[src/rtl/mna_stamp_builder.sv]
// mna_stamp_builder: accumulates R/V/I element stamps into an MNA matrix A and vector b, then starts a solver
// Ports: clk, I_RST (async, active-high); clr starts a new netlist; elem_* is a valid/ready element stream
// (type 0 R conductance, 1 V source volts with branch row k, 2 I source amps); commit ends the netlist;
// A/b are the accumulated system; solve_start/solve_ready handshake with the solver; busy, done, err status.
// Define STAMP_SATURATE_EN to saturate accumulations (and flag err) instead of wrapping.
module mna_stamp_builder #(
  parameter int SIZE = 3,
  parameter int PRECISION = 32,
  parameter int POINT = 16,
  parameter int NODE_W = $clog2(SIZE+1),
  localparam int W = PRECISION + POINT
) (
  input  logic                             clk,
  input  logic                             I_RST,
  input  logic                             clr,
  input  logic                             elem_valid,
  output logic                             elem_ready,
  input  logic [1:0]                       elem_type,
  input  logic [NODE_W-1:0]                elem_p,
  input  logic [NODE_W-1:0]                elem_n,
  input  logic [NODE_W-1:0]                elem_k,
  input  logic [W-1:0]                     elem_val,
  input  logic                             commit,
  output logic [SIZE-1:0][SIZE-1:0][W-1:0] A,
  output logic [SIZE-1:0][W-1:0]           b,
  output logic                             solve_start,
  input  logic                             solve_ready,
  output logic                             busy,
  output logic                             done,
  output logic                             err
);
  localparam logic [2:0] IDLE = 3'd0, CLEAR = 3'd1, LOAD = 3'd2, STAMP = 3'd3, START = 3'd4, WAIT = 3'd5, DONE = 3'd6;
  localparam logic [NODE_W-1:0] GND = NODE_W'(SIZE);
  localparam logic [W-1:0] ONE = W'(1) << POINT;
  logic [2:0] state, nstate, step;
  logic [1:0] t;
  logic [NODE_W-1:0] p, n, k, row, col;
  logic [W-1:0] val, delta, cur, nxt;
  logic pend, to_b, neg, last, skip, sat, accept, bad;
  assign elem_ready = state == LOAD;
  assign solve_start = state == START;
  assign busy = state != IDLE && state != DONE;
  assign accept = elem_ready && elem_valid;
  assign bad = elem_p > GND || elem_n > GND || elem_type == 2'd3 || (elem_type == 2'd1 && elem_k >= GND);
  // Per-step write target: R is pp,nn,pn,np; V is pk,kp,nk,kn then b[k]; I is b[p] then b[n].
  assign row = t == 2'd1 ? (step == 3'd4 || step[0] ? k : step[1] ? n : p) : (step[0] ? n : p);
  assign col = t == 2'd1 ? (step[0] ? (step[1] ? n : p) : k) : (step[0] ^ step[1] ? n : p);
  assign to_b = t == 2'd2 || (t == 2'd1 && step == 3'd4);
  assign neg = t == 2'd2 ? step[0] : step[1];
  assign delta = t == 2'd1 && step != 3'd4 ? ONE : val;
  assign last = t == 2'd0 ? step == 3'd3 : t == 2'd1 ? step == 3'd4 : step[0];
  // Ground row/column writes still take their cycle but change nothing.
  assign skip = row == GND || (!to_b && col == GND);
  always_comb begin
    cur = '0;
    for (int i = 0; i < SIZE; i++) begin
      if (to_b && row == NODE_W'(i)) cur = b[i];
      for (int j = 0; j < SIZE; j++)
        if (!to_b && row == NODE_W'(i) && col == NODE_W'(j)) cur = A[i][j];
    end
  end
`ifdef STAMP_SATURATE_EN
  logic [W:0] ext;
  assign ext = neg ? {cur[W-1], cur} - {delta[W-1], delta} : {cur[W-1], cur} + {delta[W-1], delta};
  assign sat = ext[W] ^ ext[W-1];
  assign nxt = sat ? (ext[W] ? {1'b1, {(W-1){1'b0}}} : {1'b0, {(W-1){1'b1}}}) : ext[W-1:0];
`else
  assign sat = 1'b0;
  assign nxt = neg ? cur - delta : cur + delta;
`endif
  always_comb begin
    nstate = state;
    case (state)
      IDLE, DONE: nstate = clr ? CLEAR : state;
      CLEAR:      nstate = LOAD;
      LOAD:       nstate = accept && !bad ? STAMP : commit ? START : LOAD;
      STAMP:      nstate = last ? (pend ? START : LOAD) : STAMP;
      START:      nstate = WAIT;
      WAIT:       nstate = solve_ready ? DONE : WAIT;
      default:    nstate = IDLE;
    endcase
  end
  always_ff @(posedge clk or posedge I_RST) begin
    if (I_RST) begin
      state <= IDLE;
      step <= '0;
      t <= '0;
      p <= '0;
      n <= '0;
      k <= '0;
      val <= '0;
      pend <= 1'b0;
      done <= 1'b0;
      err <= 1'b0;
      A <= '0;
      b <= '0;
    end else begin
      state <= nstate;
      done <= state == WAIT && solve_ready;
      // A new netlist also starts with a clean error flag.
      if (state == CLEAR) begin
        A <= '0;
        b <= '0;
        err <= 1'b0;
      end
      if (accept && bad) err <= 1'b1;
      if (accept && !bad) begin
        t <= elem_type;
        p <= elem_p;
        n <= elem_n;
        k <= elem_k;
        val <= elem_val;
        pend <= commit;
        step <= '0;
      end
      if (state == STAMP) begin
        step <= step + 3'd1;
        if (!skip) begin
          for (int i = 0; i < SIZE; i++) begin
            if (to_b && row == NODE_W'(i)) b[i] <= nxt;
            for (int j = 0; j < SIZE; j++)
              if (!to_b && row == NODE_W'(i) && col == NODE_W'(j)) A[i][j] <= nxt;
          end
          if (sat) err <= 1'b1;
        end
      end
    end
  end
endmodule

[config.mk]
export PLATFORM = sky130hd
export DESIGN_NAME = mna_stamp_builder
export DESIGN_NICKNAME = d
export VERILOG_FILES = /design/src/rtl/mna_stamp_builder.sv
export SDC_FILE = /design/constraint.sdc
export NUM_CORES = 2
export LEC_CHECK = 0
export ABC_AREA = 1
export BUFFER_PORTS_ARGS = -buffer_cell sky130_fd_sc_hd__buf_2
export CORE_MARGIN = 1
export CORE_UTILIZATION = 45
export DETAILED_ROUTE_END_ITERATION = 10
export PLACE_DENSITY = 0.72
export SKIP_CTS_REPAIR_TIMING = 1
export SYNTH_ARGS = -nofsm -noshare
export SYNTH_HDL_FRONTEND = slang
export SYNTH_SLANG_ARGS = --single-unit
[constraint.sdc]
create_clock -name clk -period 33.7 [get_ports clk]
set_clock_uncertainty 0.2 [all_clocks]
set_input_delay 6.74 -clock clk [delete_from_list [all_inputs] [get_ports clk]]
set_output_delay 6.74 -clock clk [all_outputs]
set_load 0.1 [all_outputs]
==> key figures <==
Status
  • Status: completed

Clock network
  • Worst-path clk slew: 60 ps
  • CTS Buf Count: between 70 and 80
  • CTS root buf: clkbuf_16
  • H-tree level count: 3
  • Max Root-Sink Buffers: 3
  • Worst-Skew Late Latency: 650 ps
  • CTS tree: built
  • Clock sink total: approximately 640

Run
  • MaxCap Viol Count: 0

Synthesis
  • Netlist cell types: 56
  • Top_reg_cell synth: dfrtp_1
  • Top cells by area, synth: dfrtp_1, nand2_1, nand3_1
  • Most instantiated cells after synthesis: nand2_1, nand3_1, dfrtp_1
  • Yosys reg bits: 641
  • Share of the synthesized area in the top cell type: 47.6%
  • Post-Synthesis Cells: 4,347
  • Avg Cell Area, Syn: 7.75 um2
  • Asr flop ratio synth: 100%
  • Top-count cell post-synth: nand2_1
  • YS warnings: 0
  • Sequential share of the synthesized area: between 40% and 50%
  • Post-synth EDFFs: 0
  • Syn Nets: 4,461
  • Cell Area, Synth: 0.0337 mm2
  • Cell taking the most area after synthesis: dfrtp_1

Timing
  • Slew Viols, Final: 0
  • Final setup TNS: 0 ps
  • Final Hold Fails: 0
  • Shortest period the worst path allows: 9790 ps
  • Final setup violation count: 0
  • Period utilization: 29.0%
  • Least-Margin Pin Slew: 1220 ps
  • Max-slew headroom: between 10% and 20%
  • RSZ-0062 raised after global routing: false
  • Fmax: a little over 100 MHz

Layout
  • Share of cells above drive strength 1: 19.4%
  • Number of fill cells: 7,105
  • Synthesis-to-layout area growth: 18.3%
  • Layout net count: just under 5,000

Detailed routing
  • Via/cell ratio: 6.06
  • Remaining routing DRC violations: 0
  • DRT iter0 DRCs: 5,428
  • Drt pass-1 iters: 8
  • Antenna viol nets, final: 0
  • Wirelength per Cell: approximately 26 um
  • Total Wirelength: 153,000 um
  • DR vias: 35,300

Critical path
  • Top cell by count, worst path: buf_4
  • CP Class: in2async
  • Critical Path RT: between 30,000 and 40,000 ps
  • Crit end category: async pin
  • CP top delay family: buffers and inverters
  • CP max stage cell: buf_4
  • FF-to-FF path depth: 32
  • Worst-path cell chain: buf_2, inv_8, buf_4, buf_4, buf_4
  • Crit path max fanout: between 100 and 150
  • Kind of start point of the critical path: input pin
  • Critical Path Max Stage Delay: 830 ps
  • Worst path bufs/invs: 5
  • Stages on the worst setup path: 5
  • Worst path arrival time: 10,220 ps

Floorplan
  • Initial core utilization: a little under half
  • Chip height: approximately 280 um
  • Die area: 0.0759 mm2
  • CORE AREA: 0.0735 mm2
  • Row count: 99
  • Io pins: 643
  • Die X: 276 um

Global route
  • Total gr overflow: 0
  • Antenna violations before repair: 2
  • Largest net degree at the start of global routing: 136
  • Overall routing resource usage: about 40%
  • First-pass GRT wire length: between 200,000 and 250,000 um
  • Vias in the first global route: 32,500

Placement
  • GPL Wtd Cong: 0.996
  • Port Buffers: 642
  • Post-DP HPWL: 109,000 um

Hold path
  • Worst min-delay path class: reg2reg
  • Hold path cells: 2
-- cell families (layout without fill, tap and decap cells) --
logic type,Yosys count,in the layout,synth area share (%)
AO/OA/AOI/OAI,701,701,11.4
XOR/XNOR,78,78,2.03
adder cells (fa/ha/maj),52,52,1.95
buffers and inverters,587,1114,7.04
flip-flops,641,641,47.6
other,0,2,0
AND/OR/NAND/NOR,2288,2288,30.0
-- metrics by stage --
| stage | area, um2 | worst slack [ps] | cells | hold slack [ps] | util (%) |
|---|---|---|---|---|---|
| 3_5_place_dp | 37500 | 23230 | 5704 | 267 | 51.0 |
| 6_report | 39800 | 23910 | 5835 | 282 | 54.2 |
| 5_1_grt | 39800 | 23450 | 5833 | 303 | 54.2 |
| 4_1_cts | 39800 | 23860 | 5833 | 284 | 54.2 |
| 2_1_floorplan | 33700 | 8800 | 4347 | 249 | - |
| 3_3_place_gp | 37500 | 23270 | 5704 | 264 | 51.0 |
-- cell usage in the layout, fill, tap and decap left out, types with 13 or more instances in the layout --
cell type and instances:
nand2_1 1087, nand3_1 776, buf_2 642, dfrtp_1 641, o21ai_0 402, nor2_1 237
inv_1 234, a21oi_1 133, nand4_1 89, buf_4 81, clkbuf_16 73, ha_1 51
a22oi_1 44, xor2_1 44, o21ai_1 43, xnor2_1 26, inv_2 25, o31ai_1 22
clkbuf_8 19, a31oi_1 16, clkbuf_1 15, nor2_2 13, nor2_4 13, or2_2 13
-- sequential cells by signal, indices dropped and copies added, names as in the netlist --
| name | flops |
|---|---|
| A | 432 |
| b | 144 |
| val | 48 |
| state | 3 |
| step | 3 |
| k | 2 |
| n | 2 |
| p | 2 |
| t | 2 |
| done | 1 |
| err | 1 |
| pend | 1 |
-- final cells by class --
cell class,count,area (um2),share of cell area [%]
antenna,2,5.00,0.0126
clock buffer,107,2140,5.38
clock inverter,22,240,0.603
inverter,262,1000,2.51
multi-input combinational,3119,15400,38.6
sequential,641,16000,40.3
tap,959,1200,3.01
timing repair buffer,723,3820,9.59
-- routing by layer --
metal	GRT usage (%)	up-vias	wire [um]
li1	-	15500	-
met1	51.9	16800	57500
met2	58.2	2554	65600
met3	8.49	500	17600
met4	26.6	0	12200
met5	0	-	0
-- worst paths after layout --
check / from / endpoint / slack (ps)
worst max-delay path: I_RST / A[329] / 23910
worst min-delay path: val[9] / val[9] / 280
worst max register to register: step[0] / A[286] / 25850
worst min register to register: val[9] / val[9] / 280
max in group clk: state[2] / elem_ready / 24880
min in group asynchronous: I_RST / A[268] / 6070
-- worst register-to-register path: cells and delay by family, from the launching register on --
kind / cells / cell delay [ps]
AO/OA/AOI/OAI: 7 / 1790
adder cells (fa/ha/maj): 3 / 1080
buffers and inverters: 5 / 780
AND/OR/NAND/NOR: 17 / 3270
flip-flops: 1 / 590
Power is left out: the tool's default activity adds up to more than one toggle a clock period on the data nets, which glitch-free logic cannot reach.
